**config.mk**
```make
export PLATFORM = sky130hd
export DESIGN_NAME = sb_dcache_scheduler
export DESIGN_NICKNAME = d
export VERILOG_FILES = /design/src/rtl/sb_dcache_scheduler.sv
export SDC_FILE = /design/constraint.sdc
export NUM_CORES = 1
export LEC_CHECK = 0
export CAP_MARGIN = 20
export CORE_ASPECT_RATIO = 1.1
export CORE_UTILIZATION = 35
export CTS_CLUSTER_DIAMETER = 40
export DETAILED_ROUTE_END_ITERATION = 12
export GPL_TIMING_DRIVEN = 0
export PLACE_DENSITY = 0.66
export SLEW_MARGIN = 10
export SYNTH_ARGS = -nofsm -noshare
export SYNTH_HDL_FRONTEND = slang
export SYNTH_SLANG_ARGS = --single-unit
```
**constraint.sdc**
```tcl
create_clock -name Clk -period 3.2 [get_ports Clk]
set_clock_uncertainty 0.2 [all_clocks]
set_input_delay 0.48 -clock Clk [delete_from_list [all_inputs] [get_ports Clk]]
set_output_delay 0.48 -clock Clk [all_outputs]
set_load 0.005 [all_outputs]
```
**src/rtl/sb_dcache_scheduler.sv**
```systemverilog
// Store/load arbiter for the single Dcache request port.
// One outstanding store write tracked from issue to Dcache acknowledge.
module sb_dcache_scheduler #(
  parameter int unsigned STARVE_LIMIT = 8,
  parameter int unsigned TIMEOUT      = 64
) (
  input  logic        Clk,
  input  logic        Rest,
  input  logic        SchedFlash,
  input  logic        DrainForce,
  input  logic        SbReqAble,
  input  logic [2:0]  SbReqPtr,
  input  logic [1:0]  SbReqMat,
  input  logic [31:0] SbReqAddr,
  input  logic [31:0] SbReqDate,
  input  logic        SbFull,
  output logic        SbGrant,
  output logic        SbDoneAble,
  output logic [2:0]  SbDonePtr,
  input  logic        LdReqAble,
  input  logic [31:0] LdReqAddr,
  output logic        LdGrant,
  output logic        DcReqAble,
  output logic        DcReqWrite,
  output logic [1:0]  DcReqMat,
  output logic [31:0] DcReqAddr,
  output logic [31:0] DcReqDate,
  input  logic        DcReqReady,
  input  logic        DcWrAck,
  output logic        SchedIdle,
  output logic        TimeoutErr
);

  typedef enum logic [1:0] {
    IDLE,
    ST_REQ,
    ST_WAIT
  } state_t;

  typedef struct packed {
    logic [2:0]  ptr;
    logic [1:0]  mat;
    logic [31:0] addr;
    logic [31:0] data;
  } hold_t;

  localparam logic [7:0] SLIM  = STARVE_LIMIT[7:0];
  localparam logic [9:0] TLAST = 10'(TIMEOUT - 1);

  state_t      state_q, state_d;
  hold_t       hold_q, hold_d;
  logic [7:0]  starve_q, starve_d;
  logic [9:0]  tcnt_q, tcnt_d;
  logic        terr_q, terr_d;
  logic        st_sel;
  logic        ld_ok;
  logic        ld_drv;

  always_ff @(posedge Clk) begin
    if (Rest) begin
      state_q  <= IDLE;
      hold_q   <= '0;
      starve_q <= '0;
      tcnt_q   <= '0;
      terr_q   <= 1'b0;
    end else begin
      state_q  <= state_d;
      hold_q   <= hold_d;
      starve_q <= starve_d;
      tcnt_q   <= tcnt_d;
      terr_q   <= terr_d;
    end
  end

  always_comb begin
    state_d    = state_q;
    hold_d     = hold_q;
    tcnt_d     = tcnt_q;
    terr_d     = terr_q;
    starve_d   = starve_q;
    st_sel     = 1'b0;
    ld_drv     = 1'b0;
    SbGrant    = 1'b0;
    SbDoneAble = 1'b0;
    SbDonePtr  = '0;
    LdGrant    = 1'b0;
    DcReqAble  = 1'b0;
    DcReqWrite = 1'b0;
    DcReqMat   = '0;
    DcReqAddr  = '0;
    DcReqDate  = '0;
    ld_ok      = LdReqAble && !SchedFlash;

    unique case (state_q)
      IDLE: begin
        st_sel = SbReqAble &&
                 (!LdReqAble || SchedFlash ||
                  SbFull || DrainForce ||
                  (starve_q == SLIM));
        if (st_sel) begin
          hold_d.ptr  = SbReqPtr;
          hold_d.mat  = SbReqMat;
          hold_d.addr = SbReqAddr;
          hold_d.data = SbReqDate;
          state_d     = ST_REQ;
        end else begin
          ld_drv = ld_ok;
        end
      end
      ST_REQ: begin
        DcReqAble  = 1'b1;
        DcReqWrite = 1'b1;
        DcReqMat   = hold_q.mat;
        DcReqAddr  = hold_q.addr;
        DcReqDate  = hold_q.data;
        if (DcReqReady) begin
          SbGrant = 1'b1;
          state_d = ST_WAIT;
          tcnt_d  = '0;
        end
      end
      ST_WAIT: begin
        if (DcWrAck) begin
          SbDoneAble = 1'b1;
          SbDonePtr  = hold_q.ptr;
          state_d    = IDLE;
        end else begin
          // uncached stores keep loads off the port until acked
          ld_drv = ld_ok && (hold_q.mat != 2'b00);
          if (tcnt_q == TLAST) begin
            terr_d  = 1'b1;
            state_d = IDLE;
          end else begin
            tcnt_d = tcnt_q + 10'd1;
          end
        end
      end
      default: state_d = IDLE;
    endcase

    if (ld_drv) begin
      DcReqAble = 1'b1;
      DcReqMat  = 2'b01;
      DcReqAddr = LdReqAddr;
      LdGrant   = DcReqReady;
    end

    if (st_sel || SchedFlash || !SbReqAble)
      starve_d = '0;
    else if (LdGrant && (starve_q != SLIM))
      starve_d = starve_q + 8'd1;
  end

  assign SchedIdle  = (state_q == IDLE) && !SbReqAble;
  assign TimeoutErr = terr_q;

endmodule

```
==> results.cfg, run 1 <==
[timing]
worst_setup_slack_final_ns = 0.02951
maxSlewHeadroom = 0.5247
report.final.setup_viol = 0
timing.final.crit_period_ns = 3.170
highest_clock_frequency_the_design_can_meet_mhz = 315.4
tightestPinTransition_ns = 0.7115
period_share = 0.9908
timing.final.max_slew_violations = 0
hold_viol = 0
rsz0062_at_grt = yes

[finish]
layout.nets = 853
final_design_area_excluding_fillers_sq_mm = 0.006540
drive_above_1_share = 0.1329
antenna_cells_inserted = 0
fill_cells = 1063
area_delta_synth_final_pct = 61.68
fin_util = 0.5886
area_of_combinational_cells_with_multiple_inputs_sq_mm = 0.002135
area.sequential_sq_mm = 0.001807
post_layout_nonfiller_instances = 892

[drt]
final_antenna_net_count = 0
wl_per_cell_um = 15.24
number_of_drc_markers_after_the_initial_detailed_route_iteration = 133
vias = 4414
wirelength_routed_um = 13600
drcViolationCount = 0
number_of_search_and_repair_iterations_in_the_first_detailed_routing_pass = 4
drt-vias-per-instance = 4.948

[setup_path]
path_buf_inv = 5
worst-r2r-setup-slack_ns = 0.51
path_class = flop to output pin
ff2ff_path_depth = 10
regToRegStartpoint = starve_q[0]$_SDFFE_PP0P_
cp-start-kind = flop
timing.critical_path.slowest_stage_cell = sky130_fd_sc_hd__or4b_4
critical_path.max_stage_delay_ns = 0.47
timing.critical_path.cells = inv_4 > ha_4 > or4b_4 > o41ai_4 > buf_4 > o2bb2ai_4 > clkbuf_8 > buf_6 > a22o_1 > buf_2
timing.critical_path.to_type = output pin
crit_family = buffers and inverters
critical_path_arrival_ns = 2.49
worst_ep_required_time_ns = 2.52
crit-reg2reg-capture = hold_q[14]$_SDFFE_PP0P_
crit_path_max_fanout = 7

[floorplanning]
start_util = 0.3641
coreArea_sq_mm = 0.01111
number_of_ports_placed_on_the_die_boundary = 186
die_w_um = 104.5
die_y_um = 114.8
floorplan.die_area_sq_mm = 0.01199
core.rowCount = 40

[synthesis]
synth_warnings = 0
synth.top_cell.area_share = 0.4454
synth.net_count = 636
synth_enable_flop_cells = 0
synth_async_sr_flop_share = 0
netlist_instances = 523
yosysSeqAreaShare = 0.4454
netlist_top_cells_area = sky130_fd_sc_hd__dfxtp_1, sky130_fd_sc_hd__nand2_1, sky130_fd_sc_hd__a21oi_1
yosysTopAreaCell = sky130_fd_sc_hd__dfxtp_1
post_synthesis_sequential_element_count = 90
top_flip_flop_cell_by_instance_count_after_synthesis = sky130_fd_sc_hd__dfxtp_1
yosys.cell_types.count = 36
postSynthAreaPerCell_sq_um = 7.734
total_standard_cell_area_after_synthesis_sq_mm = 0.004045

[hold_path]
hold_path_depth = 2
hold-path-endpoint = hold_q[6]$_SDFFE_PP0P_
timing.hold.worst.class = flop to flop
holdCritStartpoint = hold_q[6]$_SDFFE_PP0P_

[clock_network]
cts_made_buffers = 9
clock_insertion_delay_worst_skew_ns = 0.34
clock_h_tree_levels = 3
cts.sink_count = 90
ctsRootBufferMaster = sky130_fd_sc_hd__clkbuf_16
number_of_hold_buffers_added_after_cts = 0
clkSlewWorstSetupHoldPaths_ns = 0.06
tritoncts = done
ctsLongestPathBuffers = 2

[pwr]
static-leakage-power_uw = 0.002562
power.ir.vdd_worst_mv = 0.2832
p_per_area_mw_per_mm2 = 419.9

[placement]
place_congestion = 0.8319
hpwl_um = 9941
port_buffers = 185
preCtsSetupSlack_ns = -1.177
place.detailed.instances = 855
placement.cell_area_sq_mm = 0.006081

[grt]
grt_first_pass_wirelength_um = 21600
largest_net_degree_at_the_start_of_global_routing = 16
gr-total-overflow = 0
antenna_found_initial = 0
first_global_vias = 4368
grtUsageTotal = 0.2319

[status]
result_of_the_run = finished clean

[flow_run]
drv_cap = 0
sequential cells by signal, summed over array words and instances, names as in the netlist:
| signal | cells |
|---|---|
| tcnt_q | 10 |
| state_q | 2 |
| starve_q | 8 |
| TimeoutErr | 1 |
| hold_q | 69 |
worst max-delay path by stage:
stage	startpoint	to	slack, ns	cells past startpoint
3_5_place_dp	SchedFlash	DcReqAddr[5]	-1.18	7
5_1_grt	SchedFlash	DcReqAddr[23]	-0.04	9
3_3_place_gp	SchedFlash	DcReqAddr[5]	-1.13	7
4_1_cts	starve_q[0]$_SDFFE_PP0P_	DcReqAddr[5]	-0.12	10
2_1_floorplan	starve_q[0]$_SDFFE_PP0P_	DcReqAddr[10]	0.50	7
6_report	starve_q[0]$_SDFFE_PP0P_	DcReqAddr[10]	0.03	10
layer usage:
metal,vias up,GRT usage,routed length (um)
li1,2205,-,-
met1,2041,0.2731,5758
met2,152,0.4009,6523
met3,16,0.07483,1097
met4,0,0.07524,217
met5,-,0,0
power by group:
part / internal [uW] / switching, uW
Sequential: 1180 / 35.8
Clock: 549 / 453
Combinational: 286 / 241
Yosys cell counts, types with 2 or more instances:
| library cell | n |
|---|---|
| sky130_fd_sc_hd__inv_1 | 6 |
| sky130_fd_sc_hd__and2_1 | 36 |
| sky130_fd_sc_hd__xnor2_1 | 5 |
| sky130_fd_sc_hd__nand2b_1 | 4 |
| sky130_fd_sc_hd__o31ai_1 | 3 |
| sky130_fd_sc_hd__dfxtp_1 | 90 |
| sky130_fd_sc_hd__nor3b_1 | 2 |
| sky130_fd_sc_hd__o21ai_0 | 6 |
| sky130_fd_sc_hd__nor2b_1 | 2 |
| sky130_fd_sc_hd__or4_1 | 4 |
| sky130_fd_sc_hd__a22o_1 | 32 |
| sky130_fd_sc_hd__a21oi_1 | 82 |
| sky130_fd_sc_hd__nor2_1 | 18 |
| sky130_fd_sc_hd__nand2_1 | 153 |
| sky130_fd_sc_hd__clkbuf_1 | 28 |
| sky130_fd_sc_hd__nand4_1 | 5 |
| sky130_fd_sc_hd__nand3_1 | 8 |
| sky130_fd_sc_hd__or3_1 | 4 |
| sky130_fd_sc_hd__ha_1 | 3 |
| sky130_fd_sc_hd__and3_1 | 4 |
| sky130_fd_sc_hd__or2_2 | 3 |
| sky130_fd_sc_hd__a211oi_1 | 3 |
| sky130_fd_sc_hd__buf_2 | 7 |
| sky130_fd_sc_hd__xor2_1 | 3 |
logic make-up after synthesis:
kind of cell	Yosys count	synth area share
AO/OA/AOI/OAI	133	0.2079
XOR/XNOR	8	0.01732
adder cells (fa/ha/maj)	3	0.009280
buffers and inverters	43	0.04485
flip-flops	90	0.4454
AND/OR/NAND/NOR	246	0.2753
repair_timing:
action	in CTS	in global routing
gates cloned	3	0
hold endpoints to repair	0	0
setup buffers	18	1
pin swaps	13	10
gates resized for setup	174	7
setup endpoints to repair	60	52
placed cells by master (no fill, tap or decap), types with 4 or more instances in the layout:
cell	instances
sky130_fd_sc_hd__dfxtp_1	88
sky130_fd_sc_hd__a22o_1	32
sky130_fd_sc_hd__buf_4	8
sky130_fd_sc_hd__a21oi_1	82
sky130_fd_sc_hd__nor2_1	18
sky130_fd_sc_hd__buf_6	13
sky130_fd_sc_hd__nand4_1	5
sky130_fd_sc_hd__xnor2_1	5
sky130_fd_sc_hd__clkdlybuf4s50_1	150
sky130_fd_sc_hd__clkbuf_2	4
sky130_fd_sc_hd__buf_2	38
sky130_fd_sc_hd__or4_1	4
sky130_fd_sc_hd__clkbuf_16	9
sky130_fd_sc_hd__nand2_1	153
sky130_fd_sc_hd__o21ai_0	6
sky130_fd_sc_hd__nand3_1	8
sky130_fd_sc_hd__and3_1	4
sky130_fd_sc_hd__clkbuf_1	21
sky130_fd_sc_hd__clkbuf_8	4
sky130_fd_sc_hd__inv_1	4
sky130_fd_sc_hd__nand2b_1	4
sky130_fd_sc_hd__or3_1	4
sky130_fd_sc_hd__and2_1	36
worst reg2reg max path, cell delays in order (launching register included):
cell	delay (ns)
sky130_fd_sc_hd__dfxtp_4	0.35
sky130_fd_sc_hd__inv_4	0.05
sky130_fd_sc_hd__ha_4	0.10
sky130_fd_sc_hd__or4b_4	0.47
sky130_fd_sc_hd__o41ai_4	0.22
sky130_fd_sc_hd__buf_4	0.19
sky130_fd_sc_hd__buf_4	0.12
sky130_fd_sc_hd__nand3_1	0.30
sky130_fd_sc_hd__clkbuf_1	0.35
sky130_fd_sc_hd__nand2_1	0.13
sky130_fd_sc_hd__a21oi_1	0.08
stage by stage:
step / hold WS [ns] / total power [uW] / setup TNS, ns
global placement: 0.2380 / 1739 / -35.02
detailed placement: 0.2424 / 1749 / -36.39
floorplan: 0.2317 / 1448 / 0
finish: 0.2487 / 2746 / 0
CTS: 0.2509 / 2766 / -1.587
global route: 0.2698 / 2863 / -0.3595
final cells by class:
type	instances	area share
well taps	147	0.02812
plain buffers	37	0.03118
multi-input cells	390	0.3264
inverters	6	0.003826
clock buffers	10	0.03654
clock inverters	6	0.006122
repair buffers	206	0.2916
flip-flops and latches	90	0.2763
No activity file was read; power rests on OpenSTA's default activity.
==> run 2, diff against run 1 <==
- CTS_CLUSTER_DIAMETER: 40 -> not set
==> results of run 2 <==
The final DEF is identical to that of run 1; final timing and power are the same.
==> run 3, diff against run 2 <==
- CAP_MARGIN: 20 -> 25
- clock period: 3.2 -> 3.7 ns (I/O delays scaled with it)
==> run 3 against run 2 <==
Against the previous run: wire length decreased by 2.4%; count of clock-buffer cells in the layout unchanged; register-to-register slack improved by 0.33 ns; via count fell by 2.3%.
==> results.cfg, run 3 (synthesis results as in run 1) <==
[setup_path]
timing.critical_path.depth = 9
crit_family = buffers and inverters
worst-r2r-setup-slack_ns = 0.84
crit_path_max_fanout = 6
critical_path.max_stage_delay_ns = 0.48
regToRegStartpoint = starve_q[0]$_SDFFE_PP0P_
timing.critical_path.cells = inv_1 > ha_1 > or4b_4 > o41ai_4 > buf_4 > o2bb2ai_4 > buf_4 > a22o_1 > clkdlybuf4s50_1
ff2ff_path_depth = 10
cp-start-kind = flop
cp_common_cell = sky130_fd_sc_hd__buf_4
timing.critical_path.to_type = output pin
path_buf_inv = 4
timing.critical_path.slowest_stage_cell = sky130_fd_sc_hd__or4b_4
path_class = flop to output pin
critical_path_arrival_ns = 2.87
crit-reg2reg-capture = hold_q[14]$_SDFFE_PP0P_
worst_ep_required_time_ns = 2.94

[finish]
layout.nets = 835
antenna_cells_inserted = 0
final_cell_mix = sky130_fd_sc_hd__clkdlybuf4s50_1, sky130_fd_sc_hd__nand2_1, sky130_fd_sc_hd__dfxtp_1
regMostFlops = hold_q
largest_register_ff_count = 69
fin_util = 0.5831
post_layout_nonfiller_instances = 874
mostFrequentLayoutCell = sky130_fd_sc_hd__clkdlybuf4s50_1
area_delta_synth_final_pct = 60.16
largestRegisters = hold_q (69), tcnt_q (10), starve_q (8)
drive_above_1_share = 0.05640

[drt]
route.met3.wl_um = 1096
number_of_search_and_repair_iterations_in_the_first_detailed_routing_pass = 4
final_antenna_net_count = 0
wl_per_cell_um = 15.18
drcViolationCount = 0
met2_length_um = 6406
wirelength_routed_um = 13270
highest-signal-layer = met4
vias = 4311
drt-vias-per-instance = 4.932
number_of_drc_markers_after_the_initial_detailed_route_iteration = 143
routedLengthMet1_um = 5621

[pwr]
pwr-share-seq = 0.445
static-leakage-power_uw = 0.002404
intPower_uw = 1744
power_switching_share = 0.2624
p_per_area_mw_per_mm2 = 365.0
power.ir.vdd_worst_mv = 0.2416
power.share.combinational = 0.190
clockPowerShare = 0.365
finalPower_uw = 2365
netsw_uw = 620.5

[timing]
highest_clock_frequency_the_design_can_meet_mhz = 276.1
maxSlewHeadroom = 0.5625
timing.final.max_slew_violations = 0
rsz0062_at_grt = yes
period_share = 0.9790
tightestPinTransition_ns = 0.6548
report.final.setup_viol = 0
hold_viol = 0
timing.final.crit_period_ns = 3.622

[floorplanning]
number_of_ports_placed_on_the_die_boundary = 186
die_w_um = 104.5
die_y_um = 114.8
floorplan.die_area_sq_mm = 0.01199
start_util = 0.3641
coreArea_sq_mm = 0.01111
core.rowCount = 40

[hold_path]
holdCritStartpoint = hold_q[31]$_SDFFE_PP0P_
hold_path_depth = 2
timing.hold.worst.class = flop to flop
hold-path-endpoint = hold_q[31]$_SDFFE_PP0P_

[grt]
antenna_found_initial = 0
gr-total-overflow = 0
grt_first_pass_wirelength_um = 21110
first_global_vias = 4275
largest_net_degree_at_the_start_of_global_routing = 16
grtUsageTotal = 0.2267

[clock_network]
number_of_hold_buffers_added_after_cts = 0
clock_h_tree_levels = 3
ctsLongestPathBuffers = 2
clkSlewWorstSetupHoldPaths_ns = 0.06
ctsRootBufferMaster = sky130_fd_sc_hd__clkbuf_16
tritoncts = done
cts_made_buffers = 9
cts.sink_count = 90
clock_insertion_delay_worst_skew_ns = 0.34

[placement]
place.detailed.instances = 855
hpwl_um = 9941
port_buffers = 185
place_congestion = 0.8319

[flow_run]
drv_cap = 0

[status]
result_of_the_run = finished clean
run 3: cell types whose count changed in the layout (fill, tap and decap cells not counted), sizes merged:
cell / change
dlymetal6s2s: +2
dlygate4sd2: -2
buf: -49
clkdlybuf4s15: -1
clkbuf: -1
clkdlybuf4s50: +33
run 3: stage by stage:
stage                       TNS, ns  setup slack [ns]  cell area [sq um]  hold slack, ns
final                             0           0.07781               6479          0.2486
after global routing       -0.04273          -0.01827               6479          0.2698
after CTS                 -0.003226         -0.002745               6466          0.2509
after detailed placement     -24.65           -0.8272               6081          0.2424
after global placement       -23.33           -0.7767               6081          0.2380
after floorplan                   0            0.9240               4045          0.2317
run 3: worst max-delay path by stage:
stage	startpoint	to
2_1_floorplan	starve_q[0]$_SDFFE_PP0P_	DcReqAddr[10]
3_3_place_gp	SchedFlash	DcReqAddr[5]
3_5_place_dp	SchedFlash	DcReqAddr[5]
4_1_cts	SchedFlash	DcReqAddr[19]
5_1_grt	starve_q[0]$_SDFFE_PP0P_	DcReqAddr[5]
6_report	starve_q[0]$_SDFFE_PP0P_	DcReqAddr[0]
run 3: routing by layer:
layer	vias to the layer above	GRT usage
li1	2163	-
met1	2003	0.2685
met2	135	0.3912
met3	10	0.07596
met4	0	0.06571
met5	-	0
run 3: cell type report:
| type | count | area (sq um) |
|---|---|---|
| Fill cell | 1066 | 4632 |
| Multi-Input combinational cell | 390 | 2122 |
| Timing Repair Buffer | 188 | 1879 |
| Sequential cell | 90 | 1803 |
| Clock buffer | 10 | 239.0 |
| Buffer | 37 | 188.9 |
| Tap cell | 147 | 183.9 |
| Clock inverter | 6 | 40.04 |
| Inverter | 6 | 22.52 |
run 3: timing repair:
item,in CTS,in global routing
hold endpoints to repair,0,0
endpoints found under the setup margin,35,35
cloned,0,0
pin swaps,2,2
setup buffers,3,0
resized for setup,15,7
run 3: power groups by stage:
stage | clock network [uW] | logic [uW] | registers (uW)
after CTS | 882 | 453 | 1050
after global placement | 0 | 431 | 1070
after detailed placement | 0 | 438 | 1070
after global routing | 919 | 491 | 1060
after floorplan | 0 | 189 | 1060
final | 862 | 449 | 1050
run 3: worst reg2reg max path, stage by stage (launching register included):
cell and delay (ns):
sky130_fd_sc_hd__dfxtp_2 0.35, sky130_fd_sc_hd__inv_1 0.08, sky130_fd_sc_hd__ha_1 0.13, sky130_fd_sc_hd__or4b_4 0.48
sky130_fd_sc_hd__o41ai_4 0.32, sky130_fd_sc_hd__buf_4 0.19, sky130_fd_sc_hd__buf_4 0.12, sky130_fd_sc_hd__nand3_1 0.30
sky130_fd_sc_hd__clkbuf_1 0.35, sky130_fd_sc_hd__nand2_1 0.13, sky130_fd_sc_hd__a21oi_1 0.08
